`src/rtl/serial_pkg.sv`:
```
// -----------------------------------------------------------------------------
// serial_pkg
// Shared definitions for the serial receive path: receiver FSM state encoding,
// oversampling and frame constants, the baud-divider computation and the
// even-parity helper used when SERIAL_RX_PARITY_EN is defined.
// -----------------------------------------------------------------------------
package serial_pkg;

  localparam int OVERSAMPLE = 16;
  localparam int DATA_BITS  = 8;

  typedef enum logic [2:0] {
    ST_IDLE   = 3'd0,
    ST_START  = 3'd1,
    ST_DATA   = 3'd2,
    ST_PARITY = 3'd3,
    ST_STOP   = 3'd4
  } rx_state_e;

  // Oversample divider, truncated. Clamped to 1 so a nonsensical
  // parameter set still yields a running tick instead of a zero-width counter.
  function automatic int calc_div(input int clk_hz, input int baud);
    int d;
    d = clk_hz / (baud * OVERSAMPLE);
    if (d < 1) begin
      d = 1;
    end else begin
      d = d;
    end
    return d;
  endfunction

  // Even parity: the parity bit that makes the total number of ones even.
  function automatic logic even_parity(input logic [DATA_BITS-1:0] d);
    return ^d;
  endfunction

endpackage

```
`src/rtl/byte_fifo.sv`:
```
// -----------------------------------------------------------------------------
// byte_fifo
// First-word-fall-through byte FIFO. The head byte and its valid flag are
// registered, so a write into an empty FIFO appears on head_data one edge
// after the push cycle, and a pop shows the next entry on the next edge.
//
// Ports
//   clk        in   system clock
//   reset      in   synchronous, active-high; empties the FIFO
//   push       in   write push_data (ignored when full unless popping)
//   push_data  in   8-bit byte to store
//   pop        in   consume the head byte (no-op when empty)
//   head_data  out  head-of-FIFO byte, 8'h00 when empty
//   head_valid out  FIFO non-empty
//   count      out  number of bytes held, 0..DEPTH
//   full       out  count == DEPTH
//   empty      out  count == 0
// -----------------------------------------------------------------------------
module byte_fifo #(
  parameter int DEPTH = 8
) (
  input  logic                     clk,
  input  logic                     reset,
  input  logic                     push,
  input  logic [7:0]               push_data,
  input  logic                     pop,
  output logic [7:0]               head_data,
  output logic                     head_valid,
  output logic [$clog2(DEPTH):0]   count,
  output logic                     full,
  output logic                     empty
);

  localparam int AW = $clog2(DEPTH);
  localparam int CW = AW + 1;

  logic [7:0]    mem_r [DEPTH];
  logic [AW-1:0] wr_ptr_r;
  logic [AW-1:0] rd_ptr_r;
  logic [AW-1:0] rd_ptr_n;
  logic [CW-1:0] count_r;
  logic [CW-1:0] count_n;
  logic [7:0]    head_data_r;
  logic [7:0]    head_n;
  logic          head_valid_r;
  logic          do_push_s;
  logic          do_pop_s;

  assign full       = (count_r == CW'(DEPTH));
  assign empty      = (count_r == {CW{1'b0}});
  assign do_pop_s   = pop && !empty;
  // A full FIFO still accepts a byte when the head leaves in the same cycle.
  assign do_push_s  = push && (!full || do_pop_s);

  assign head_data  = head_data_r;
  assign head_valid = head_valid_r;
  assign count      = count_r;

  // Next read pointer, occupancy and the byte that will sit at the head.
  always_comb begin
    rd_ptr_n = rd_ptr_r;
    count_n  = count_r;
    head_n   = 8'h00;
    if (do_pop_s) begin
      rd_ptr_n = rd_ptr_r + AW'(1);
    end else begin
      rd_ptr_n = rd_ptr_r;
    end
    if (do_push_s && !do_pop_s) begin
      count_n = count_r + CW'(1);
    end else if (do_pop_s && !do_push_s) begin
      count_n = count_r - CW'(1);
    end else begin
      count_n = count_r;
    end
    // The incoming byte becomes the head when it lands where the read
    // pointer is about to point (empty FIFO, or popping the last entry).
    if (count_n == {CW{1'b0}}) begin
      head_n = 8'h00;
    end else if (do_push_s && (rd_ptr_n == wr_ptr_r)) begin
      head_n = push_data;
    end else begin
      head_n = mem_r[rd_ptr_n];
    end
  end

  // Storage array; contents need no reset because count gates every read.
  always_ff @(posedge clk) begin
    if (do_push_s) begin
      mem_r[wr_ptr_r] <= push_data;
    end
  end

  // Pointers, occupancy and registered head.
  always_ff @(posedge clk) begin
    if (reset) begin
      wr_ptr_r     <= {AW{1'b0}};
      rd_ptr_r     <= {AW{1'b0}};
      count_r      <= {CW{1'b0}};
      head_data_r  <= 8'h00;
      head_valid_r <= 1'b0;
    end else begin
      if (do_push_s) begin
        wr_ptr_r <= wr_ptr_r + AW'(1);
      end
      rd_ptr_r     <= rd_ptr_n;
      count_r      <= count_n;
      head_data_r  <= head_n;
      head_valid_r <= (count_n != {CW{1'b0}});
    end
  end

endmodule

```
`src/rtl/serial_rx_fifo.sv`:
```
// -----------------------------------------------------------------------------
// serial_rx_fifo
// Serial receive front end: synchronises RsRx, recovers frames with 16x
// oversampling and mid-bit sampling, and buffers good bytes in a FWFT FIFO.
// Frames are 8N1 by default; defining SERIAL_RX_PARITY_EN switches to 8E1
// with a parity state between the data bits and the stop bit.
//
// Ports
//   clk        in   system clock, rising edge
//   reset      in   synchronous, active-high
//   RsRx       in   asynchronous serial line, idle high
//   rx_pop     in   consume head byte (ignored when rx_valid=0)
//   rx_data    out  head byte, 8'h00 when empty
//   rx_valid   out  FIFO non-empty
//   rx_count   out  bytes held, 0..FIFO_DEPTH
//   frame_err  out  one-cycle pulse on bad stop bit (or bad parity)
//   overflow   out  sticky: a good byte was dropped because the FIFO was full
//   busy       out  receiver not idle
// -----------------------------------------------------------------------------
module serial_rx_fifo
  import serial_pkg::*;
#(
  parameter int CLK_HZ     = 100_000_000,
  parameter int BAUD       = 9600,
  parameter int FIFO_DEPTH = 8
) (
  input  logic                          clk,
  input  logic                          reset,
  input  logic                          RsRx,
  input  logic                          rx_pop,
  output logic [7:0]                    rx_data,
  output logic                          rx_valid,
  output logic [$clog2(FIFO_DEPTH):0]   rx_count,
  output logic                          frame_err,
  output logic                          overflow,
  output logic                          busy
);

  localparam int DIV  = calc_div(CLK_HZ, BAUD);
  localparam int DIVW = $clog2(DIV + 1);

  localparam logic [3:0] LAST_TICK = 4'(OVERSAMPLE - 1);
  localparam logic [3:0] HALF_TICK = 4'(OVERSAMPLE / 2 - 1);
  localparam logic [2:0] LAST_BIT  = 3'(DATA_BITS - 1);

  // Line synchroniser
  logic sync1_r;
  logic rxs_r;

  // Oversample divider
  logic [DIVW-1:0] div_cnt_r;
  logic            tick_s;
  logic            div_clr_s;

  // Receiver FSM
  rx_state_e            state_r, state_n;
  logic [3:0]           tick_cnt_r, tick_cnt_n;
  logic [2:0]           bit_idx_r, bit_idx_n;
  logic [DATA_BITS-1:0] shift_r, shift_n;
  logic                 push_r, push_n;
  logic                 frame_err_r, frame_err_n;
  logic                 busy_r;
  logic                 stop_ok_s;
`ifdef SERIAL_RX_PARITY_EN
  logic                 par_err_r, par_err_n;
`endif

  // FIFO side
  logic fifo_full_s;
  logic fifo_empty_s;
  logic drop_s;
  logic overflow_r;

  assign tick_s = (div_cnt_r == DIVW'(DIV - 1));

`ifdef SERIAL_RX_PARITY_EN
  assign stop_ok_s = rxs_r && !par_err_r;
`else
  assign stop_ok_s = rxs_r;
`endif

  // A good byte is lost only when the FIFO is full and nothing leaves it.
  assign drop_s = push_r && fifo_full_s && !(rx_pop && !fifo_empty_s);

  assign frame_err = frame_err_r;
  assign overflow  = overflow_r;
  assign busy      = busy_r;

  // Two-flop synchroniser; idles high so reset never looks like a start bit.
  always_ff @(posedge clk) begin
    if (reset) begin
      sync1_r <= 1'b1;
      rxs_r   <= 1'b1;
    end else begin
      sync1_r <= RsRx;
      rxs_r   <= sync1_r;
    end
  end

  // Free-running oversample divider, re-phased on start-edge detection.
  always_ff @(posedge clk) begin
    if (reset) begin
      div_cnt_r <= {DIVW{1'b0}};
    end else if (div_clr_s || tick_s) begin
      div_cnt_r <= {DIVW{1'b0}};
    end else begin
      div_cnt_r <= div_cnt_r + DIVW'(1);
    end
  end

  // Receiver next-state and per-frame datapath.
  always_comb begin
    state_n     = state_r;
    tick_cnt_n  = tick_cnt_r;
    bit_idx_n   = bit_idx_r;
    shift_n     = shift_r;
    push_n      = 1'b0;
    frame_err_n = 1'b0;
    div_clr_s   = 1'b0;
`ifdef SERIAL_RX_PARITY_EN
    par_err_n   = par_err_r;
`endif
    case (state_r)
      ST_IDLE: begin
        if (!rxs_r) begin
          state_n    = ST_START;
          tick_cnt_n = 4'd0;
          div_clr_s  = 1'b1;
`ifdef SERIAL_RX_PARITY_EN
          par_err_n  = 1'b0;
`endif
        end else begin
          state_n = ST_IDLE;
        end
      end
      ST_START: begin
        // Mid-start-bit check filters glitches shorter than half a bit.
        if (tick_s) begin
          if (tick_cnt_r == HALF_TICK) begin
            tick_cnt_n = 4'd0;
            bit_idx_n  = 3'd0;
            if (rxs_r) begin
              state_n = ST_IDLE;
            end else begin
              state_n = ST_DATA;
            end
          end else begin
            tick_cnt_n = tick_cnt_r + 4'd1;
          end
        end else begin
          tick_cnt_n = tick_cnt_r;
        end
      end
      ST_DATA: begin
        if (tick_s) begin
          if (tick_cnt_r == LAST_TICK) begin
            tick_cnt_n = 4'd0;
            shift_n    = {rxs_r, shift_r[DATA_BITS-1:1]};
            if (bit_idx_r == LAST_BIT) begin
`ifdef SERIAL_RX_PARITY_EN
              state_n = ST_PARITY;
`else
              state_n = ST_STOP;
`endif
            end else begin
              bit_idx_n = bit_idx_r + 3'd1;
            end
          end else begin
            tick_cnt_n = tick_cnt_r + 4'd1;
          end
        end else begin
          tick_cnt_n = tick_cnt_r;
        end
      end
`ifdef SERIAL_RX_PARITY_EN
      ST_PARITY: begin
        if (tick_s) begin
          if (tick_cnt_r == LAST_TICK) begin
            tick_cnt_n = 4'd0;
            par_err_n  = (rxs_r != even_parity(shift_r));
            state_n    = ST_STOP;
          end else begin
            tick_cnt_n = tick_cnt_r + 4'd1;
          end
        end else begin
          tick_cnt_n = tick_cnt_r;
        end
      end
`endif
      ST_STOP: begin
        // Return to IDLE right at the stop sample so a following start
        // bit is seen without waiting out the rest of the stop bit.
        if (tick_s) begin
          if (tick_cnt_r == LAST_TICK) begin
            tick_cnt_n = 4'd0;
            state_n    = ST_IDLE;
            if (stop_ok_s) begin
              push_n = 1'b1;
            end else begin
              frame_err_n = 1'b1;
            end
          end else begin
            tick_cnt_n = tick_cnt_r + 4'd1;
          end
        end else begin
          tick_cnt_n = tick_cnt_r;
        end
      end
      default: begin
        state_n = ST_IDLE;
      end
    endcase
  end

  // Receiver state, push strobe and status registers.
  always_ff @(posedge clk) begin
    if (reset) begin
      state_r     <= ST_IDLE;
      tick_cnt_r  <= 4'd0;
      bit_idx_r   <= 3'd0;
      shift_r     <= {DATA_BITS{1'b0}};
      push_r      <= 1'b0;
      frame_err_r <= 1'b0;
      busy_r      <= 1'b0;
`ifdef SERIAL_RX_PARITY_EN
      par_err_r   <= 1'b0;
`endif
    end else begin
      state_r     <= state_n;
      tick_cnt_r  <= tick_cnt_n;
      bit_idx_r   <= bit_idx_n;
      shift_r     <= shift_n;
      push_r      <= push_n;
      frame_err_r <= frame_err_n;
      busy_r      <= (state_n != ST_IDLE);
`ifdef SERIAL_RX_PARITY_EN
      par_err_r   <= par_err_n;
`endif
    end
  end

  // Sticky overflow; only reset clears it.
  always_ff @(posedge clk) begin
    if (reset) begin
      overflow_r <= 1'b0;
    end else begin
      overflow_r <= overflow_r | drop_s;
    end
  end

  byte_fifo #(
    .DEPTH (FIFO_DEPTH)
  ) u_fifo (
    .clk        (clk),
    .reset      (reset),
    .push       (push_r),
    .push_data  (shift_r),
    .pop        (rx_pop),
    .head_data  (rx_data),
    .head_valid (rx_valid),
    .count      (rx_count),
    .full       (fifo_full_s),
    .empty      (fifo_empty_s)
  );

endmodule

```
`config.mk`:
```
export PLATFORM = sky130hd
export DESIGN_NAME = serial_rx_fifo
export DESIGN_NICKNAME = d
export VERILOG_FILES = /design/src/rtl/serial_pkg.sv /design/src/rtl/byte_fifo.sv /design/src/rtl/serial_rx_fifo.sv
export SDC_FILE = /design/constraint.sdc
export NUM_CORES = 1
export LEC_CHECK = 0
export ABC_AREA = 1
export BUFFER_PORTS_ARGS = -buffer_cell sky130_fd_sc_hd__buf_2
export CORE_ASPECT_RATIO = 1.25
export CORE_MARGIN = 5
export CORE_UTILIZATION = 40
export CTS_CLUSTER_DIAMETER = 50
export DETAILED_ROUTE_END_ITERATION = 8
export SLEW_MARGIN = 25
export SYNTH_ARGS = -nofsm -noshare
export SYNTH_HDL_FRONTEND = slang
export SYNTH_SLANG_ARGS = --single-unit
```
`constraint.sdc`:
```
create_clock -name clk -period 1.9 [get_ports clk]
set_clock_uncertainty 0.15 [all_clocks]
set_input_delay 0.38 -clock clk [delete_from_list [all_inputs] [get_ports clk]]
set_output_delay 0.38 -clock clk [all_outputs]
set_load 0.005 [all_outputs]
```
---- Yosys cells after proc, flatten, opt, wreduce, memory -nomap -nowiden ----
Memory sizes are Yosys's and may differ from the RTL's. A register that Yosys moved wholly into a read port is not among the register bits.
Cells that the tools add are included.
storage, ports and cells
  register bits ........................... 45
  bits in writable memories ............... 64
  memories kept ........................... 1
memories
  name          words  width  rd ports  clocked after memory_dff  wr ports  line             source
  u_fifo.mem_r  8      8      1         1                         1         byte_fifo.sv:37  logic [7:0] mem_r [DEPTH];
operators by class
  add/sub/neg operators ................... 7
  equality and inequality tests ........... 15
  multiplexer cells ....................... 30
  bitwise gates (word level) .............. 4
  reductions and logical operators ........ 26
operator list
  cell                                                                number
  3-bit 2-to-1 mux                                                    13
  4-bit 2-to-1 mux                                                    7
  2-bit inequality test, second input constant                        6
  3-bit case mux with 4 select lines                                  1
  4-bit case mux with 3 select lines                                  1
  10-bit by 1-bit adder with 10-bit output, second input constant     1
  10-bit == test, second input constant                               1
  3-bit by 1-bit adder with 3-bit output, second input constant       3
  4-bit by 1-bit adder with 4-bit output, second input constant       2
  4-bit == test, second input constant                                2
  4-bit logical NOT                                                   2
  3-bit == test, second input constant                                2
  1-bit logical AND                                                   6
  1-bit 2-to-1 mux                                                    6
  3-bit case mux with 2 select lines                                  1
  6-bit AND reduction                                                 1
  3-bit nonzero test                                                  2
  2-bit OR reduction                                                  3
  4-bit by 3-bit == test with 1-bit output, second input constant     1
  1-bit logical NOT                                                   4
  4-bit AND reduction                                                 1
  4-bit nonzero test                                                  1
  4-bit OR reduction                                                  1
  4-bit by 1-bit subtractor with 4-bit output, second input constant  1
  10 further kinds                                                    13

---- Depth between registers and ports, before layout ----
Gate-level depths: netlist of the first run.
  word-level depth ........................ 11
  depth in mapped cells ................... 13
  mapped depth without buffers ............ 13

---- Hierarchy ----
From an unflattened synthesis of the first run, not the netlist that was laid out.
second synthesis, totals
  cells, all modules ...................... 608
  area, all modules ....................... 5387.7 µm²
modules (own cells, without submodules)
  module          times used  cells an instance  area each (µm²)  sequential area each (µm²)
  byte_fifo       1           390                3761.1           2302.2
  serial_rx_fifo  1           218                1626.6           680.7

---- Worst setup path after synthesis of the first run ----
No wires, ideal clock.
  kind .................................... register to register
  start ................................... reg u_fifo.count_r[0] (netlist: u_fifo.count[0])
  end ..................................... mem u_fifo.mem_r[4][0], enable pin
  library setup time ...................... 370 ps
  arrival ................................. 1540 ps
  required time ........................... 1380 ps
  slack ................................... -161 ps
  cell stages (with the launch flop) ...... 8
  cell sequence ........................... dfxtp_1 -> inv_1 -> ha_1 -> nand2_1 -> o21ai_4 -> inv_2 -> nand2_1 -> nor2_1
on the way
  longest elaborated chain between the ends .. 7
RTL lines
  element                                   line              source
  from (decl)                               byte_fifo.sv:41   logic [CW-1:0] count_r;
  from (signal assigned)                    byte_fifo.sv:99   count_r <= {CW{1'b0}};
  from (signal assigned)                    byte_fifo.sv:107  count_r <= count_n;
  4-bit logical NOT                         byte_fifo.sv:50   assign empty = (count_r == {CW{1'b0}});
  1-bit logical NOT                         byte_fifo.sv:51   assign do_pop_s = pop && !empty;
  1-bit logical AND                         byte_fifo.sv:51
  1-bit logical OR *                        byte_fifo.sv:53   assign do_push_s = push && (!full || do_pop_s);
  1-bit logical AND *                       byte_fifo.sv:53
  1-bit 2-to-1 mux *                        byte_fifo.sv:89   if (do_push_s) begin
  1-bit 2-to-1 mux (implied by the code) *  byte_fifo.sv:90   mem_r[wr_ptr_r] <= push_data;
  to (decl)                                 byte_fifo.sv:37
Mark *: on every way between the ends. The rest lies on a longest branch, timed or not.

---- Final worst setup path of the first run ----
  start ................................... reg u_fifo.count_r[1] (netlist: u_fifo.count[1])
  end ..................................... reg u_fifo.head_data_r[4] (netlist: u_fifo.head_data[4]) (read register of u_fifo.mem_r)
on the way
  longest elaborated chain between the ends .. 11
RTL lines
  element                       line             source
  4-bit logical NOT             byte_fifo.sv:50
  1-bit logical NOT             byte_fifo.sv:51
  1-bit logical AND             byte_fifo.sv:51
  1-bit logical OR              byte_fifo.sv:53
  1-bit logical AND             byte_fifo.sv:53
  1-bit logical NOT             byte_fifo.sv:71  end else if (do_pop_s && !do_push_s) begin
  1-bit logical AND             byte_fifo.sv:71
  4-bit 2-to-1 mux              byte_fifo.sv:71
  4-bit 2-to-1 mux              byte_fifo.sv:69  if (do_push_s && !do_pop_s) begin
  4-bit logical NOT             byte_fifo.sv:78  if (count_n == {CW{1'b0}}) begin
  2-bit OR reduction (no line)  -
  to (decl)                     byte_fifo.sv:43  logic [7:0] head_data_r;
Several ways; a longest one is shown, not always the timed one.
A chain may end at the register's enable or synchronous reset.

==> results of run 1 <==
==> state kept, by name (all words and copies together) (netlist names), 4 cells and up <==
register,cells
div_cnt_r,10
shift_r,8
tick_cnt_r,4
u_fifo.mem_r,64
u_fifo.count,4
u_fifo.head_data,8
==> logic make-up (layout without fill, tap and decap cells) <==
group | Yosys count | after routing
buffers and inverters | 69 | 166
adder cells (fa/ha/maj) | 9 | 9
AND/OR/NAND/NOR | 324 | 326
AO/OA/AOI/OAI | 57 | 57
XOR/XNOR | 3 | 3
flip-flops | 117 | 117
==> per-layer routing <==
| layer | vias up | routed length [um] | global-route usage [%] |
|---|---|---|---|
| li1 | 2123 | - | - |
| met1 | 2091 | 5280 | 18.7 |
| met2 | 97 | 6990 | 29.8 |
| met3 | 23 | 504 | 3.84 |
| met4 | 0 | 314 | 6.84 |
| met5 | - | 0 | 0 |
==> Yosys cell counts (all sizes together) <==
library cell  count
inv              54
ha                9
o21a              2
nand2           150
nand3            74
a21oi            33
clkbuf            3
o21ai            20
o211ai            1
xnor2             1
and3              1
nor2             67
nor3b             4
dfxtp            53
nand4            16
or2               3
xor2              2
nor3              9
edfxtp           64
clkinv            1
buf              11
a31oi             1
==> cell type report <==
cell class	instances	area share [%]
clock buffers	21	6.30
clock inverters	11	1.92
inverters	55	3.10
multi-input cells	395	32.8
flip-flops and latches	117	42.8
well taps	171	3.06
repair buffers	79	10.1
==> repair_timing <==
action	CTS	global route
endpoints found under the setup margin	73	75
buffers inserted	6	7
resized for setup	25	56
hold buffers	1	0
pin swaps	13	21
hold endpoints to repair	1	0
cloned	2	2
==> power by group through the flow <==
stage	Sequential (mW)	Clock (mW)	Combinational, mW
final	2.88	3.12	4.97
after CTS	2.88	3.16	4.58
after floorplan	2.95	0	2.41
after global routing	2.90	3.30	5.35
after detailed placement	2.93	0	3.66
after global placement	2.92	0	3.60
==> how the worst min path moves through the flow <==
stage                                             to  slack, ns  cells after the start
after floorplan                     rxs_r$_SDFF_PP1_       0.24                      1
after detailed placement        frame_err$_SDFF_PP0_       0.25                      1
after CTS                 u_fifo.count[0]$_SDFF_PP0_       0.20                      3
after global routing      u_fifo.count[0]$_SDFF_PP0_       0.23                      3
after global placement              rxs_r$_SDFF_PP1_       0.24                      1
final                     u_fifo.count[0]$_SDFF_PP0_       0.22                      3
==> worst max-delay path: stages (launching register included) <==
cell     delay [ns]
dfxtp_2        0.33
inv_2          0.05
ha_4           0.18
nand2_8        0.10
nand2_8        0.09
buf_12         0.14
nand2_8        0.06
nand2_8        0.08
nor2_4         0.17
nor2_8         0.07
nand3_4        0.18
nand2_4        0.09
nor2_4         0.11
nor2_2         0.04
==> per-stage QoR <==
step	total power, mW	hold slack, ns	setup WS (ns)
finish	11.0	0.216	-0.0357
global placement	6.53	0.244	-0.172
global route	11.6	0.230	-0.124
detailed placement	6.59	0.253	-0.232
CTS	10.6	0.201	-0.0225
floorplan	5.36	0.239	-0.0579
==> out/results.txt, run 1 <==
Routed WL per cell - 15.4 um
Worst Min Path Start - reset
largest voltage drop on the vdd net - 0.00107 V
number of buffers on the longest clock path - 2
overall die area - 15700 um^2
Critical Path Sink - u_fifo.head_data[4]$_SDFF_PP0_
clock edge transition at the registers on the reported setup and hold paths - 0.05 ns
Synth Register Bits - 117
highest-count cells in the layout ignoring fill and taps - nand2_1, nand3_1, edfxtp_1
share of post-route cells with drive strength above 1 - 27.7%
die extent in y - 139 um
fraction of the yosys area taken by sequential cells - 56.3%
most common cell after layout, fill and taps aside - nand2_1
total core area - 13100 um^2
pins over their slew limit - 0
number of clock sinks - 117
endpoint kind of the worst setup timing path - flop
global-route wire length before repair - 20500 um
total vias in the final route - 4334
# placed instances - 799
worst hold path class - in2reg
slew at the pin closest to its max-slew limit - 0.438 ns
critical path launch point type - flop
number of remaining DRC errors - 0
PwrDens - 1570 nW/um^2
highest clock rate - 517 MHz
Clock Root Buffer - clkbuf_16
synthesized area - 5300 um^2
cell row count - 47
port bufs - 19
Avg Synthesized Cell Area - 9.15 um^2
failing checks - setup timing
logic gate share of total power - 45.3%
Storage cell area - 2990 um^2
complex-gate fraction of the synthesized area - 5.77%
Fill cells - 1144
post-place instance area - 5900 um^2
largest fanout on the critical path - 8
flop-to-flop setup slack - -0.04 ns
startpoint of the worst setup timing path - u_fifo.count[1]$_SDFF_PP0_
vias in the first global route - 4320
multi-input gate area in the final layout - 2290 um^2
largest net degree at the start of global routing - 21
Final Setup Violations - 6
cell count after synthesis - 579
antenna diode count - 0
number of antenna violations at the first check in global routing - 0
final cell count without fillers - 849
dominant cells by area after synthesis - edfxtp_1, dfxtp_1, nand2_1, nand3_1, nor2_1
drt initial violations - 249
fin crit period - 1.94 ns
leakage power of the design - 2.93 nW
critical path arrival - 2.08 ns
Synthesized Nets - 592
Die Wd - 113 um
combinational family with the most area after synthesis - simple AND/OR/NAND/NOR gates
CTS tree - yes
YS warnings - 0
total clock buffers created by CTS - 17
number of max-cap violations - 0
worst slew slack as a fraction of its limit - 70.7%
min setup slack post-route - -0.0357 ns
worst-skew pair later-pin latency - 0.41 ns
Switching Share - 36.8%
RR Startpoint - u_fifo.count[1]$_SDFF_PP0_
Synth Area in XOR/XNOR - 0.496%
DPL Wire Length - 8440 um
router iterations before antenna repair - 5
unrepaired setup endpoints after global routing - true
setup tns final - -0.0960 ns
library cell occupying the most area in the post-synthesis netlist - edfxtp_1
net switching component of the power - 4.04 mW
final non-filler cell area - 6990 um^2
weighted congestion reported at the end of routability-driven placement - 0.825
Net count, final - 678
via-per-instance ratio - 5.10
Top-Level Pins - 20
Routed Antenna Nets - 0
cell depth of the worst flop-to-flop path - 13
part of the cycle the worst path needs - 102%
top cell type's share of synthesized area - 36.3%
gr ovfl total - 0
total global-route track usage - 16.6%
Layout Area Growth over Synthesis - 32.0%
endpoint of the lowest-slack register-to-register path - u_fifo.head_data[4]$_SDFF_PP0_
required time worst endpoint - 2.05 ns
fin util - 53.3%
power share of the sequential group - 26.3%
power share of the clock group - 28.4%
outcome - complete, but fails checks
worst setup path category - reg2reg
Initial Util - 40.4%
fraction of the mapped netlist area in adder cells - 2.13%
design internal power - 6.93 mW
proportion of synthesized area in mux cells - 0%
CTS H-Tree Depth - 4
Unique masters post-synth - 39
area fraction in and, or, nand and nor cells after synthesis - 29.2%
detailed-route wire length - 13100 um
Hold Fails Final Rpt - 0
(Power assumes the default switching activity.)
==> run 2: changes to the inputs <==
==> constraint.sdc (replaced) <==
create_clock -name clk -period 1.77 [get_ports clk]
set_clock_uncertainty 0.15 [all_clocks]
set_input_delay 0.354 -clock clk [delete_from_list [all_inputs] [get_ports clk]]
set_output_delay 0.354 -clock clk [all_outputs]
set_load 0.005 [all_outputs]
==> run 2 against run 1 <==
Compared with the run above: non-clock buffer count is 2 higher; clock-buffer cell count is 4 lower; die area stayed put; first-iteration DRC count is 24% lower; the flow still finishes with violations (setup timing); combinational power is 2% lower; critical path depth is 1 lower; critical path type unchanged; sequential cell count stayed put; register-to-register slack worse by 0.08 ns; utilization is 0.94 points higher; clock power is 23% higher; routed wire length is 3.1% lower; worst hold slack worse by 0.035 ns; highest routed layer unchanged.
==> out/results.txt, run 2 (synthesis results as in run 1) <==
Routed Antenna Nets - 0
number of antenna violations at the first check in global routing - 0
weighted congestion reported at the end of routability-driven placement - 0.828
Hold Fails Final Rpt - 0
total core area - 13100 um^2
cells along the critical path - inv_2 > ha_4 > nand2_8 > nand2_8 > nand2_1 > nand2_2 > nand2_2 > nand2_4 > buf_4 > nand4_1 > nand3_1 > nor2_1
PwrDens - 1660 nW/um^2
max reg flops - 64
slew at the pin closest to its max-slew limit - 0.412 ns
number of stages on the worst hold path - 4
worst setup path category - reg2reg
fin crit period - 1.89 ns
leakage power of the design - 2.95 nW
fin util - 54.2%
Clock Root Buffer - clkbuf_16
clock edge transition at the registers on the reported setup and hold paths - 0.06 ns
met2 Track Usage GR - 29.6%
vias in the first global route - 4279
highest-count cells in the layout ignoring fill and taps - nand2_1, nand3_1, edfxtp_1
failing checks - setup timing
cell depth of the worst flop-to-flop path - 12
antenna diode count - 0
worst slew slack as a fraction of its limit - 72.5%
min setup slack post-route - -0.120 ns
total clock buffers created by CTS - 17
DPL Wire Length - 8430 um
largest net degree at the start of global routing - 22
via-per-instance ratio - 5.02
cell row count - 47
Slowest cell on crit path - dfxtp_2
smallest hold slack - 0.181 ns
gr ovfl total - 0
pins over their slew limit - 0
post-place instance area - 6010 um^2
Routed WL per cell - 14.9 um
Layout Area Growth over Synthesis - 34.3%
drt initial violations - 190
total vias in the final route - 4271
buffers plus inverters on the worst setup path - 2
highest clock rate - 529 MHz
number of remaining DRC errors - 0
share of post-route cells with drive strength above 1 - 30.9%
Top-Level Pins - 20
required time worst endpoint - 1.93 ns
Initial Util - 40.4%
CTS H-Tree Depth - 4
worst-skew pair later-pin latency - 0.41 ns
Net count, final - 680
depth of the critical timing path with buffers and inverters included - 12
CTS tree - yes
number of max-cap violations - 0
grt met3 use - 4.80%
critical path launch point type - flop
Final Setup Violations - 48
Die Wd - 113 um
Largest regs - u_fifo.mem_r: 64 flops, div_cnt_r: 10 flops
part of the cycle the worst path needs - 107%
critical path arrival - 2.05 ns
dominant delay contributor by cell family on the critical path - simple AND/OR/NAND/NOR gates
detailed-route wire length - 12700 um
largest voltage drop on the vdd net - 0.00108 V
number of buffers on the longest clock path - 2
most heavily used metal layer in global routing - met2
GR Layer Usage met1 - 19.0%
worst hold path class - in2reg
unrepaired setup endpoints after global routing - true
outcome - complete, but fails checks
number of clock sinks - 117
global-route wire length before repair - 20700 um
Top reg by flops - u_fifo.mem_r
final non-filler cell area - 7110 um^2
die extent in y - 139 um
endpoint kind of the worst setup timing path - flop
Fill cells - 1192
total global-route track usage - 16.7%
most common cell after layout, fill and taps aside - nand2_1
largest fanout on the critical path - 6
router iterations before antenna repair - 5
port bufs - 19
overall die area - 15700 um^2
worst stage delay on the critical path - 0.32 ns
[run 2: changes by cell type in the layout (fill, tap and decap cells not counted), moves of 4 or more]
cell	delta
nand2_1	-8
nand2_2	+8
buf_12	+4
clkbuf_1	-4
nand2_8	-4
[run 2: metal layers]
layer	vias to the layer above	part of all wire (%)
li1	2130	-
met1	2036	42
met4	0	1.9
met2	86	53
met3	19	3.4
met5	-	0
[run 2: worst paths after layout]
check | start | endpoint | slack, ns
max | u_fifo.count[0]$_SDFF_PP0_ | u_fifo.head_data[1]$_SDFF_PP0_ | -0.12
min | reset | state_r[0]$_SDFF_PP0_ | 0.18
max reg2reg | u_fifo.count[0]$_SDFF_PP0_ | u_fifo.head_data[1]$_SDFF_PP0_ | -0.12
min reg2reg | sync1_r$_SDFF_PP1_ | rxs_r$_SDFF_PP1_ | 0.26
[run 2: tightest hold or removal path, cell delays in order]
cell and delay [ns]:
buf_2 0.11, clkinv_1 0.12, nand2_1 0.07, inv_1 0.06
[run 2: stage by stage]
step / setup slack, ns / instances / TNS [ns] / total power [mW]
after floorplan: 0.0189 / 579 / 0 / 5.86
after global placement: -0.0801 / 800 / -1.94 / 7.12
after detailed placement: -0.187 / 800 / -3.20 / 7.19
after CTS: -0.0803 / 843 / -1.91 / 11.5
after global routing: -0.218 / 851 / -7.70 / 12.5
final: -0.120 / 851 / -1.98 / 11.8
[run 2: layout make-up]
cell class | instances | area [um^2] | share of cell area [%]
clock buffers | 17 | 425 | 5.98
multi-input cells | 395 | 2310 | 32.4
clock inverters | 15 | 234 | 3.29
repair buffers | 81 | 731 | 10.3
inverters | 55 | 211 | 2.97
flip-flops and latches | 117 | 2990 | 42.0
well taps | 171 | 214 | 3.01
[run 2: repair_timing]
action	CTS	global route
gates resized for setup	43	39
pin swaps	26	19
buffers inserted	8	9
endpoints found under the hold margin	1	0
endpoints found under the setup margin	50	95
hold buffers	1	0
gates cloned	2	0
[run 2: where the power goes]
part | internal (mW) | switching (mW) | total, mW
registers | 2.99 | 0.105 | 3.10
clock network | 2.62 | 1.23 | 3.85
logic | 1.99 | 2.88 | 4.87
total | 7.60 | 4.21 | 11.8
